### src/rtl/freq_gen_pkg.sv
// Shared types and helpers for the freq_gen square-wave generator.
// Latency: n/a (declarations only).
// Backpressure: n/a.
package freq_gen_pkg;

  localparam int unsigned WINDOW_DEF = 100000;
  localparam int unsigned CNT_W_DEF  = 32;

  localparam logic [1:0] IDLE  = 2'd0;
  localparam logic [1:0] RUN   = 2'd1;
  localparam logic [1:0] DRAIN = 2'd2;

  typedef enum logic [1:0] {
    S_IDLE  = IDLE,
    S_RUN   = RUN,
    S_DRAIN = DRAIN
  } state_e;

  // Highest reachable frequency is one full period every two clocks, so any
  // request above half the window is limited to exactly that.
  function automatic logic [63:0] clamp_freq(input logic [63:0] f,
                                             input logic [63:0] window);
    logic [63:0] half;
    half = window >> 1;
    return (f > half) ? half : f;
  endfunction

endpackage

### src/rtl/freq_gen_phase_acc.sv
// Phase accumulator: adds incr each step, wraps modulo WINDOW, flags a wrap.
// Latency: toggle is combinational from the current accumulator and incr.
// Backpressure: none; advances whenever step is high, clear has priority.
//
// Ports: clk, rst_n (async active-low), clear (zero the accumulator),
//        step (advance one cycle), incr (2*F_eff), toggle (wrap this cycle).
module freq_gen_phase_acc
  import freq_gen_pkg::*;
#(
  parameter int unsigned WINDOW = WINDOW_DEF,
  parameter int unsigned ACC_W  = CNT_W_DEF + 1
) (
  input  logic             clk,
  input  logic             rst_n,
  input  logic             clear,
  input  logic             step,
  input  logic [ACC_W-1:0] incr,
  output logic             toggle
);

  localparam logic [ACC_W-1:0] WIN_V = ACC_W'(WINDOW);

  logic [ACC_W-1:0] acc;
  logic [ACC_W-1:0] sum;
  logic             wrap;

  // acc stays below WINDOW and incr never exceeds WINDOW, so sum fits and
  // a single subtraction is enough to bring it back into range.
  always_comb begin
    sum    = acc + incr;
    wrap   = (sum >= WIN_V);
    toggle = step && wrap;
  end

  always_ff @(posedge clk or negedge rst_n) begin
    if (!rst_n) begin
      acc <= '0;
    end else if (clear) begin
      acc <= '0;
    end else if (step) begin
      acc <= wrap ? (sum - WIN_V) : sum;
    end
  end

endmodule

### src/rtl/freq_gen.sv
// Square-wave generator: exactly F periods per WINDOW-cycle gate window.
// Latency: config applies at the next window start; sig_out is registered.
// Backpressure: one pending-config slot; cfg_ready low while it is occupied.
//
// Ports: clk, rst_n (async active-low), enable (level run request),
//        cfg_freq/cfg_valid/cfg_ready (frequency config handshake),
//        sig_out (generated wave), window_tick (last cycle of a window),
//        active_freq (clamped F of the current window), busy (not idle).
// Optional: define FREQ_GEN_EDGE_CNT_EN to add edge_count, the number of
//        rising edges produced in the most recently completed window.
module freq_gen
  import freq_gen_pkg::*;
#(
  parameter int unsigned WINDOW = WINDOW_DEF,
  parameter int unsigned CNT_W  = CNT_W_DEF
) (
  input  logic             clk,
  input  logic             rst_n,
  input  logic             enable,
  input  logic [CNT_W-1:0] cfg_freq,
  input  logic             cfg_valid,
  output logic             cfg_ready,
  output logic             sig_out,
  output logic             window_tick,
  output logic [CNT_W-1:0] active_freq,
`ifdef FREQ_GEN_EDGE_CNT_EN
  output logic [CNT_W-1:0] edge_count,
`endif
  output logic             busy
);

  localparam int unsigned WC_W  = (WINDOW > 1) ? $clog2(WINDOW) : 1;
  localparam int unsigned ACC_W = CNT_W + 1;

  state_e           state;
  state_e           state_nxt;
  logic [WC_W-1:0]  win_cnt;
  logic             pend_vld;
  logic [CNT_W-1:0] pend_dat;
  logic             cfg_accept;
  logic             win_start;
  logic             apply;
  logic             acc_clear;
  logic             acc_step;
  logic             toggle;

  assign cfg_ready   = !pend_vld;
  assign busy        = (state != S_IDLE);
  assign window_tick = busy && (win_cnt == WC_W'(WINDOW - 1));
  assign cfg_accept  = cfg_valid && !pend_vld;

  // A new window begins after the tick when running continues, or on the
  // first cycle out of IDLE. A window that ends with enable low goes idle
  // and leaves any pending config for the next start.
  assign win_start = enable && ((state == S_IDLE) || window_tick);
  assign apply     = win_start && pend_vld;
  assign acc_step  = busy;
  assign acc_clear = (state == S_IDLE) || apply;

  always_comb begin
    state_nxt = state;
    case (state)
      S_IDLE: begin
        if (enable) state_nxt = S_RUN;
      end
      default: begin
        // Dropping enable only ever finishes the current window.
        if (window_tick && !enable) state_nxt = S_IDLE;
        else                        state_nxt = enable ? S_RUN : S_DRAIN;
      end
    endcase
  end

  always_ff @(posedge clk or negedge rst_n) begin
    if (!rst_n) begin
      state <= S_IDLE;
    end else begin
      state <= state_nxt;
    end
  end

  always_ff @(posedge clk or negedge rst_n) begin
    if (!rst_n) begin
      win_cnt <= '0;
    end else if (!busy || window_tick) begin
      win_cnt <= '0;
    end else begin
      win_cnt <= win_cnt + WC_W'(1);
    end
  end

  // Accept and apply never coincide: accept needs an empty slot, apply a
  // full one, so a config taken in the tick cycle waits a whole window.
  always_ff @(posedge clk or negedge rst_n) begin
    if (!rst_n) begin
      pend_vld    <= 1'b0;
      pend_dat    <= '0;
      active_freq <= '0;
    end else begin
      if (cfg_accept) begin
        pend_vld <= 1'b1;
        pend_dat <= cfg_freq;
      end else if (apply) begin
        pend_vld <= 1'b0;
      end
      if (apply) begin
        active_freq <= CNT_W'(clamp_freq(64'(pend_dat), 64'(WINDOW)));
      end
    end
  end

  freq_gen_phase_acc #(
    .WINDOW (WINDOW),
    .ACC_W  (ACC_W)
  ) u_phase_acc (
    .clk    (clk),
    .rst_n  (rst_n),
    .clear  (acc_clear),
    .step   (acc_step),
    .incr   ({active_freq, 1'b0}),
    .toggle (toggle)
  );

  // The last wrap of a window lands in its tick cycle, so the wave is back
  // low exactly when the next window starts.
  always_ff @(posedge clk or negedge rst_n) begin
    if (!rst_n) begin
      sig_out <= 1'b0;
    end else if (!busy) begin
      sig_out <= 1'b0;
    end else begin
      sig_out <= sig_out ^ toggle;
    end
  end

`ifdef FREQ_GEN_EDGE_CNT_EN
  logic [CNT_W-1:0] rise_cnt;
  logic             rise_now;

  // A toggle while low is a rising edge one cycle later; counting it here
  // lets the tick cycle include its own edge in the window total.
  assign rise_now = toggle && !sig_out;

  always_ff @(posedge clk or negedge rst_n) begin
    if (!rst_n) begin
      rise_cnt   <= '0;
      edge_count <= '0;
    end else if (window_tick) begin
      rise_cnt   <= '0;
      edge_count <= rise_cnt + CNT_W'(rise_now);
    end else begin
      rise_cnt   <= rise_cnt + CNT_W'(rise_now);
    end
  end
`endif

endmodule
### config.mk
export PLATFORM = sky130hd
export DESIGN_NAME = freq_gen
export DESIGN_NICKNAME = d
export VERILOG_FILES = /design/src/rtl/freq_gen_pkg.sv /design/src/rtl/freq_gen_phase_acc.sv /design/src/rtl/freq_gen.sv
export SDC_FILE = /design/constraint.sdc
export NUM_CORES = 1
export LEC_CHECK = 0
export BUFFER_PORTS_ARGS = -buffer_cell sky130_fd_sc_hd__buf_2
export CORE_MARGIN = 5
export CORE_UTILIZATION = 60
export DETAILED_ROUTE_END_ITERATION = 7
export PLACE_DENSITY = 0.93
export SLEW_MARGIN = 20
export SYNTH_ARGS = -nofsm -noshare
export SYNTH_HDL_FRONTEND = slang
export SYNTH_SLANG_ARGS = --single-unit
### constraint.sdc
create_clock -name clk -period 8.4 [get_ports clk]
set_input_delay 1.26 -clock clk [delete_from_list [all_inputs] [get_ports clk]]
set_output_delay 1.26 -clock clk [all_outputs]
set_load 0.03 [all_outputs]
==> run metrics, run 1 <==
status=completed; maximum clock rate=197 MHz; asr flop ratio synth=1.00; Core ar.=11500 um^2; Netlist cell types=87; number of filler cells placed in the layout=793; drt drc=0; Syn Std Cell Area=7130 um^2; first-pass GRT wire length=30600 um; register area share after synthesis=0.411; multi-input combinational cell area=4000 um^2; dpl cell area=7520 um^2; Detail Route Antenna Nets=0; vias in the first global route=6018; hold wc startpoint=pend_dat[16]; Yosys top cell area share=0.411; GPL Wtd Cong=0.993; # Max-Cap Violations=0; vias per cell=6.59; final wirelength=19100 um; Die ar.=14200 um^2; I/O pin cnt=72; worst skew pair latency=0.44 ns; switching pwr=0.983 mW; largest net degree at the start of global routing=79; Most used DFF post-synth=dfrtp_1; P per Cell Area=306 nW/um^2; detailed-route via count=6251; Slew @ Worst Pin=0.850 ns; clock tree from TritonCTS=yes; FP Rows=39; Crit Path Max Fanout=42; post-cts gate resize count=0; # setup viols final=0; cell area after layout=8140 um^2; root buf cell=clkbuf_16; Final nets=863; Mapped Avg Cell Area=9.77 um^2; Mapped Nets=799; Yosys reg bits=117; reg2reg start=active_freq[0]; Synth area leaders=dfrtp_1 (41%), ha_1 (5.8%), mux2_2 (4.7%), a21oi_1 (4.0%), nor2_1 (3.3%); final slew viol count=0; Clock power frac=0.297; Seq. cell area=2930 um^2; internal power component=1.51 mW; startpoint types=register; Tmin final=5.08 ns; Hold WC Path Type=reg2reg; CTS max path bufs=2; drt pass-1 iters=8; Worst Setup End Kind=register; post-synth top area cell=dfrtp_1; CTS buffer count=17; synth warn=0; unrepaired setup endpoints after global routing=no; Core Util, Final=0.707; combinational share of power=0.406; layout cells sized above 1=0.218; EDFF count, synth=0; Setup Buffers After CTS=0; P_leak=3.84 nW; Fin. Hold Viols=0; H-tree levels=4; total grt overflow=0; Final Skew=0.0145 ns; Crit path required time=8.71 ns; placed wire-length estimate=12900 um; Arr. time, crit path=5.40 ns; Die Ht=119 um; die width=119 um; DR iter-0 viols=770; Initial Util=0.619; sw frac=0.395; CP startpoint=active_freq[0]; Setup TNS Final=0 ns; Seq pwr share=0.297; Total GRT Usage=0.270; Setup CP Type=reg2reg; wire length per cell=20.2 um; IO buf count=71; antenna violations before repair=0; Area growth, synth to finish=14.2%; Clock Pin Slew Worst Setup and Hold Paths=0.06 ns; period utilization=0.605; Hold Buf Count CTS=0; Sink Count=117; Final Power=2.49 mW; Mapped Cells=729; VDD IR max=0.230 mV; Slew Limit Headroom=0.434; n_diodes=0
[worst max-delay path: stages (launching register included)]
cell and delay, ns:
dfrtp_1 0.41, ha_1 0.28, fa_1 0.44, a21o_2 0.26
a21oi_1 0.22, xor2_1 0.42, ha_1 0.26, nor2_1 0.08
a2111o_1 0.42, a2111o_1 0.39, a2111oi_1 0.51, and3_2 0.74
or4_1 0.22, mux2_1 0.32
[layout make-up]
type / count / area share
Multi-Input combinational cell: 573 / 0.491
Clock inverter: 14 / 0.0205
Tap cell: 143 / 0.0220
Timing Repair Buffer: 75 / 0.0481
Sequential cell: 117 / 0.360
Inverter: 9 / 0.00415
Clock buffer: 18 / 0.0540
[metal layers]
layer,wire [um],global-route usage,up-vias
li1,-,-,2853
met5,0,0,-
met1,7850,0.349,3037
met2,8980,0.418,297
met4,565,0.115,0
met3,1740,0.0905,64
[logic make-up after synthesis]
family | share of synthesized area
buf+inv | 0.0307
flops | 0.411
compound gates | 0.197
xor+xnor | 0.0467
fa+ha+maj | 0.0608
mux | 0.0560
simple gates | 0.198
[synthesized netlist by cell type (5+ instances only)]
master,n
or4_1,12
ha_1,33
or3_1,16
nor4_1,9
nand2_1,53
a21o_1,11
a22o_1,10
nor2_1,62
xor2_1,21
buf_6,5
o21a_1,7
dfrtp_1,117
mux2i_1,5
and2_1,21
mux2_2,30
nor3_1,15
o21ai_0,40
o31ai_1,14
o211ai_1,6
a21oi_1,57
inv_1,9
clkbuf_1,17
nand4_1,9
and3_1,13
nand3_1,23
xnor2_1,17
[power groups by stage]
| stage | logic [mW] | clock network [mW] | registers (mW) |
|---|---|---|---|
| 6_report | 1.01 | 0.741 | 0.739 |
| 5_1_grt | 1.10 | 0.771 | 0.747 |
| 4_1_cts | 0.978 | 0.744 | 0.736 |
| 3_5_place_dp | 0.945 | 0 | 0.742 |
| 3_3_place_gp | 0.915 | 0 | 0.734 |
| 2_1_floorplan | 0.782 | 0 | 0.727 |
[state kept, by name, indices dropped and copies added, names as in the netlist]
| register | count |
|---|---|
| active_freq | 32 |
| pend_dat | 32 |
| u_phase_acc.acc | 32 |
| win_cnt | 17 |
| state | 2 |
| pend_vld | 1 |
| sig_out | 1 |
[final timing paths]
path / to / cells after the start / slack, ns
max in group asynchronous: u_phase_acc.acc[31] / 2 / 6.51
worst max-delay path: u_phase_acc.acc[32] / 13 / 3.32
worst max register to register: u_phase_acc.acc[32] / 13 / 3.32
worst min register to register: pend_dat[16] / 1 / 0.51
min in group asynchronous: active_freq[7] / 1 / 0.81
worst min-delay path: pend_dat[16] / 1 / 0.51
[metrics by stage]
step / setup WS [ns] / hold slack, ns / instances
2_1_floorplan: 4.24 / 0.476 / 729
6_report: 3.32 / 0.510 / 949
5_1_grt: 3.19 / 0.527 / 949
4_1_cts: 3.43 / 0.512 / 949
3_3_place_gp: 3.77 / 0.492 / 917
3_5_place_dp: 3.62 / 0.498 / 917
[layout by cell type (no fill, tap or decap), drive strengths merged, types with 14 or more instances in the layout]
| master | netlist | final |
|---|---|---|
| a21o | 14 | 14 |
| buf | 12 | 75 |
| o21ai | 45 | 45 |
| mux2 | 31 | 31 |
| nand3 | 23 | 23 |
| nor3 | 15 | 15 |
| a21oi | 61 | 61 |
| clkbuf | 17 | 18 |
| nor2 | 62 | 62 |
| and3 | 16 | 16 |
| or3 | 17 | 17 |
| xor2 | 21 | 21 |
| xnor2 | 17 | 17 |
| or4 | 14 | 14 |
| inv | 9 | 15 |
| ha | 33 | 33 |
| dfrtp | 117 | 117 |
| o31ai | 14 | 14 |
| nand2 | 53 | 53 |
| and2 | 24 | 24 |
Note: power is estimated with default switching activity, not from simulation.
==> inputs of run 2 (changes only) <==
- clock period: 8.4 -> 4.98 ns (I/O delays scaled with it)
==> run 2 against run 1 <==
Effect of this change: clock skew shrank 0.0061 ns; global-route usage fell by 0.75 points; cell area decreased by 0.18%; cell count up 0.21%; core utilization fell by 0.13 points; worst setup slack lost 3.0 ns.
==> run metrics, run 2 (synthesis results as in run 1) <==
status=completed; IO buf count=71 (unchanged); crit-path leading delay family=compound AO/OA/AOI/OAI gates; Worst Setup End Kind=register; I/O pin cnt=72 (unchanged); Final Skew=0.00834 ns (-0.00614 ns); Die ar.=14200 um^2 (unchanged); Crit path required time=5.28 ns (-3.43 ns); most common cell after layout, fill and taps aside=dfrtp_1; VDD IR max=0.356 mV (+55%); worst skew pair latency=0.43 ns (about the same); n_diodes=0 (unchanged); Hold WC Path Type=in2async; Final Power=4.11 mW (+65%); clock tree from TritonCTS=yes; vias in the first global route=6024 (+0.10%); Crit Path Max Fanout=26 (-38%); Slew Limit Headroom=0.454 (+0.0209); total grt overflow=0 (unchanged); maximum clock rate=214 MHz (+8.6%); Sink Count=117 (unchanged); largest net degree at the start of global routing=90 (+14%); P_leak=3.82 nW (-0.38%); Critical Path Most Common Cell=a2111o_1; # Max-Cap Violations=0 (unchanged); Fin. Hold Viols=0 (unchanged); drt pass-1 iters=5 (-3); Slowest Stage Delay on Critical Path=0.51 ns (-0.23 ns); Setup Buffers After CTS=0 (unchanged); P per Cell Area=506 nW/um^2 (+65%); final wirelength=18500 um (-3.5%); Slowest cell on crit path=a221oi_1; DR iter-0 viols=637 (-17%); placed wire-length estimate=13100 um (+1.6%); layout cells sized above 1=0.219 (+0.000697); cell area after layout=8120 um^2 (-0.18%); Area growth, synth to finish=14.0%; post-cts gate resize count=0 (unchanged); Core Util, Final=0.705 (-0.00130); most frequent cells in the layout=dfrtp_1 (117), buf_2 (70), nor2_1 (62); H-tree levels=4 (unchanged); GPL Wtd Cong=0.941 (-5.2%); final slew viol count=0 (unchanged); vias per cell=6.59 (about the same); Initial Util=0.619 (unchanged); Slew @ Worst Pin=0.818 ns (-0.0314 ns); die width=119 um (unchanged); Setup CP Type=reg2reg; Clock Pin Slew Worst Setup and Hold Paths=0.06 ns (about the same); period utilization=0.940 (+0.335); Tmin final=4.68 ns (-0.402 ns); CTS buffer count=17 (unchanged); Top Registers=active_freq (32), pend_dat (32), u_phase_acc.acc (32); CP Cell Sequence=ha_1 -> fa_1 -> a21o_2 -> a221oi_1 -> xnor2_1 -> nor2_1 -> a2111o_1 -> a2111o_1 -> a2111oi_1 -> and3_4 -> or4_1 -> mux2_1; CTS max path bufs=2 (unchanged); antenna violations before repair=0 (unchanged); Setup TNS Final=0 ns (unchanged); first-pass GRT wire length=30000 um (-1.9%); met2 Resource Use GR=0.420 (+0.00107); FP Rows=39 (unchanged); Detail Route Antenna Nets=0 (unchanged); Buf+Inv Stages, Crit Path=0 (unchanged); GR peak layer=met2; Total GRT Usage=0.263 (-0.00753); Arr. time, crit path=4.98 ns (-0.42 ns); # setup viols final=0 (unchanged); Final nets=865 (+0.23%); detailed-route via count=6265 (+0.22%); drt drc=0 (unchanged); Core ar.=11500 um^2 (unchanged); Die Ht=119 um (unchanged); met1 usage=0.338 (-0.0115); root buf cell=clkbuf_16; startpoint types=register; wire length per cell=19.4 um (-3.7%); routing usage on met3=0.0820 (-0.00853); dpl cell area=7530 um^2 (+0.20%); unrepaired setup endpoints after global routing=no; Hold Buf Count CTS=0 (unchanged)
==> run 2: layout make-up <==
class | count | area [um^2]
multi-input combinational | 573 | 4000
fill | 799 | 3390
tap | 143 | 179
sequential | 117 | 2930
clock inverter | 14 | 143
timing repair buffer | 77 | 407
clock buffer | 18 | 429
inverter | 9 | 33.8
==> run 2: path summary, 6_finish.rpt <==
check                               start                   to  slack, ns  cells past startpoint
setup / recovery           active_freq[0]  u_phase_acc.acc[32]       0.30                     12
hold / removal                      rst_n   u_phase_acc.acc[3]       0.39                      1
setup reg to reg           active_freq[0]  u_phase_acc.acc[32]       0.30                     12
hold reg to reg              pend_dat[30]         pend_dat[30]       0.51                      1
max in group asynchronous           rst_n             state[1]       3.67                      2
min in group clk                   enable             state[0]       0.46                      1
==> run 2: routing by layer <==
metal,vias up,wire length [um]
li1,2849,-
met1,3043,7600
met2,320,8710
met3,53,1690
met4,0,467
met5,-,0
==> run 2: report_power, final <==
group          total, mW  internal [mW]  switching [mW]
logic               1.68          0.657            1.02
clock network       1.18          0.698           0.485
registers           1.25           1.13           0.113
total               4.11           2.49            1.62
==> run 2: stage by stage <==
step | hold WS [ns] | cells | setup WS, ns
2_1_floorplan | 0.451 | 729 | 0.819
3_3_place_gp | 0.492 | 919 | 0.598
3_5_place_dp | 0.499 | 919 | 0.413
4_1_cts | 0.455 | 951 | 0.324
5_1_grt | 0.453 | 951 | 0.0967
6_report | 0.388 | 951 | 0.298
==> run 2: worst register-to-register path: stages (launching register included) <==
cell and delay (ns):
dfrtp_1 0.41, ha_1 0.27, fa_1 0.42, a21o_2 0.26
a221oi_1 0.51, xnor2_1 0.33, nor2_1 0.13, a2111o_1 0.41
a2111o_1 0.38, a2111oi_1 0.50, and3_4 0.43, or4_1 0.17
mux2_1 0.33
==> inputs of run 3 (changes only) <==
- PLACE_DENSITY: 0.93 -> default
- PLACE_DENSITY_LB_ADDON: default -> 0.3
==> run 3 against run 2 <==
Effect of this change: total power decreased by 2.3%; sequential power about the same; count of clock-buffer cells in the layout increased by 2; combinational power decreased by 2%; hold slack got worse by 0.042 ns; clock power decreased by 4%; first-iteration DRC count decreased by 30%; non-clock buffer count decreased by 1; worst setup slack improved by 0.092 ns; cell area decreased by 0.57%; sequential share of layout area increased by 0.21 points; clock skew increased by 0.0078 ns.
==> run metrics, run 3 (synthesis results as in run 1) <==
Placed Cells=918 (-0.11%); layout cells sized above 1=0.216 (-0.00345); drt pass-1 iters=5 (unchanged); unrepaired setup endpoints after global routing=no; VDD IR max=0.330 mV (-7.4%); Worst Setup End Kind=register; RR Endpoint=u_phase_acc.acc[16]; Arr. time, crit path=4.86 ns (-0.12 ns); Initial Util=0.619 (unchanged); n_diodes=0 (unchanged); total grt overflow=0 (unchanged); P_leak=3.81 nW (-0.32%); DR iter-0 viols=449 (-30%); startpoint types=register; Final Power=4.01 mW (-2.3%); # setup viols final=0 (unchanged); Setup Buffers After CTS=0 (unchanged); IO buf count=71 (unchanged); Place WS=0.434 ns (+0.0209 ns); non-filler cells in the finished layout=950 (-0.11%); Final WS setup=0.390 ns (+0.0925 ns); vias in the first global route=6035 (+0.18%); Total GRT Usage=0.270 (+0.00717); maximum clock rate=218 MHz (+2.0%); CTS buffer count=17 (unchanged); most common cell after layout, fill and taps aside=dfrtp_1; final wirelength=18600 um (+0.84%); status=completed; Area growth, synth to finish=13.3%; reg2reg start=active_freq[0]; period utilization=0.922 (-0.0186); Setup CP Type=reg2reg; clock tree from TritonCTS=yes; Final nets=864 (-0.12%); Core ar.=11500 um^2 (unchanged); # Max-Cap Violations=0 (unchanged); Reg2Reg Depth=13 (+1); GPL Wtd Cong=0.930 (-1.2%); final slew viol count=0 (unchanged); Die Ht=119 um (unchanged); Setup TNS Final=0 ns (unchanged); first-pass GRT wire length=30500 um (+1.7%); Slew @ Worst Pin=1.15 ns (+0.329 ns); Slew Limit Headroom=0.235 (-0.219); Crit Path Max Fanout=24 (-7.7%); wire length per cell=19.6 um (+0.95%); Clock Pin Slew Worst Setup and Hold Paths=0.05 ns (about the same); largest net degree at the start of global routing=81 (-10%); number of filler cells placed in the layout=869 (+8.8%); vias per cell=6.37 (-3.3%); I/O pin cnt=72 (unchanged); Sink Count=117 (unchanged); Die ar.=14200 um^2 (unchanged); most frequent cells in the layout=dfrtp_1 (117), buf_2 (70), nor2_1 (62); CTS max path bufs=2 (unchanged); H-tree levels=4 (unchanged); placed wire-length estimate=13600 um (+3.5%); hold slack final=0.346 ns (-0.0415 ns); Final Skew=0.0161 ns (+0.00779 ns); FP Rows=39 (unchanged); drt drc=0 (unchanged); Hold WC Path Type=in2async; Tmin final=4.59 ns (-0.0925 ns); detailed-route via count=6051 (-3.4%); FF-to-FF setup slack=0.39 ns (+0.09 ns); Detail Route Antenna Nets=0 (unchanged); antenna violations before repair=0 (unchanged); P per Cell Area=497 nW/um^2 (-1.7%); Fin. Hold Viols=0 (unchanged); Hold Buf Count CTS=0 (unchanged); root buf cell=clkbuf_16; Top Registers=active_freq (32), pend_dat (32), u_phase_acc.acc (32); Crit path required time=5.25 ns (-0.03 ns); worst skew pair latency=0.43 ns (about the same); die width=119 um (unchanged)
## run 3: worst max-delay path by stage
stage | endpoint | cells after the start | from
2_1_floorplan | u_phase_acc.acc[6] | 13 | active_freq[0]
3_3_place_gp | u_phase_acc.acc[15] | 13 | active_freq[0]
3_5_place_dp | u_phase_acc.acc[14] | 13 | active_freq[0]
4_1_cts | u_phase_acc.acc[14] | 13 | active_freq[0]
5_1_grt | u_phase_acc.acc[15] | 13 | active_freq[0]
6_report | u_phase_acc.acc[16] | 13 | active_freq[0]
## run 3: report_power, final
| group | internal [mW] | switching (mW) | total (mW) |
|---|---|---|---|
| sequential | 1.13 | 0.104 | 1.24 |
| clock | 0.683 | 0.448 | 1.13 |
| combinational | 0.655 | 0.989 | 1.64 |
| total | 2.47 | 1.54 | 4.01 |
## run 3: per-layer routing
layer,vias to the layer above,track usage,part of all wire
met5,-,0,0
met4,0,0.130,0.032
met3,44,0.0569,0.059
met2,222,0.451,0.50
met1,2935,0.335,0.41
li1,2850,-,-
## run 3: worst max-delay path: stages (launching register included)
cell and delay [ns]:
dfrtp_1 0.41, ha_1 0.27, fa_1 0.43, a21o_2 0.26, a221oi_1 0.46, xnor2_1 0.27, nor2b_1 0.09, a2111o_1 0.44
a2111o_1 0.38, a2111oi_1 0.52, and3_4 0.42, buf_4 0.27, or3_1 0.14, a21oi_1 0.06
## run 3: layout make-up
class                           count  area [um^2]  share of cell area
Timing Repair Buffer               76          399              0.0494
Multi-Input combinational cell    573         3990               0.494
Tap cell                          143          179              0.0222
Clock buffer                       20          437              0.0541
Sequential cell                   117         2930               0.363
Inverter                            9         33.8             0.00418
Clock inverter                     12          108              0.0133
## run 3: per-stage QoR
stage	util	instance area, um^2
after detailed placement	0.653	7520
after global routing	0.701	8080
final	0.701	8080
after global placement	0.653	7520
after floorplan	-	7130
after CTS	0.701	8070
## run 3: timing repair
action                                  CTS  global route
endpoints found under the setup margin    0             9
hold endpoints to repair                  0             0
gates resized for setup                   0             1
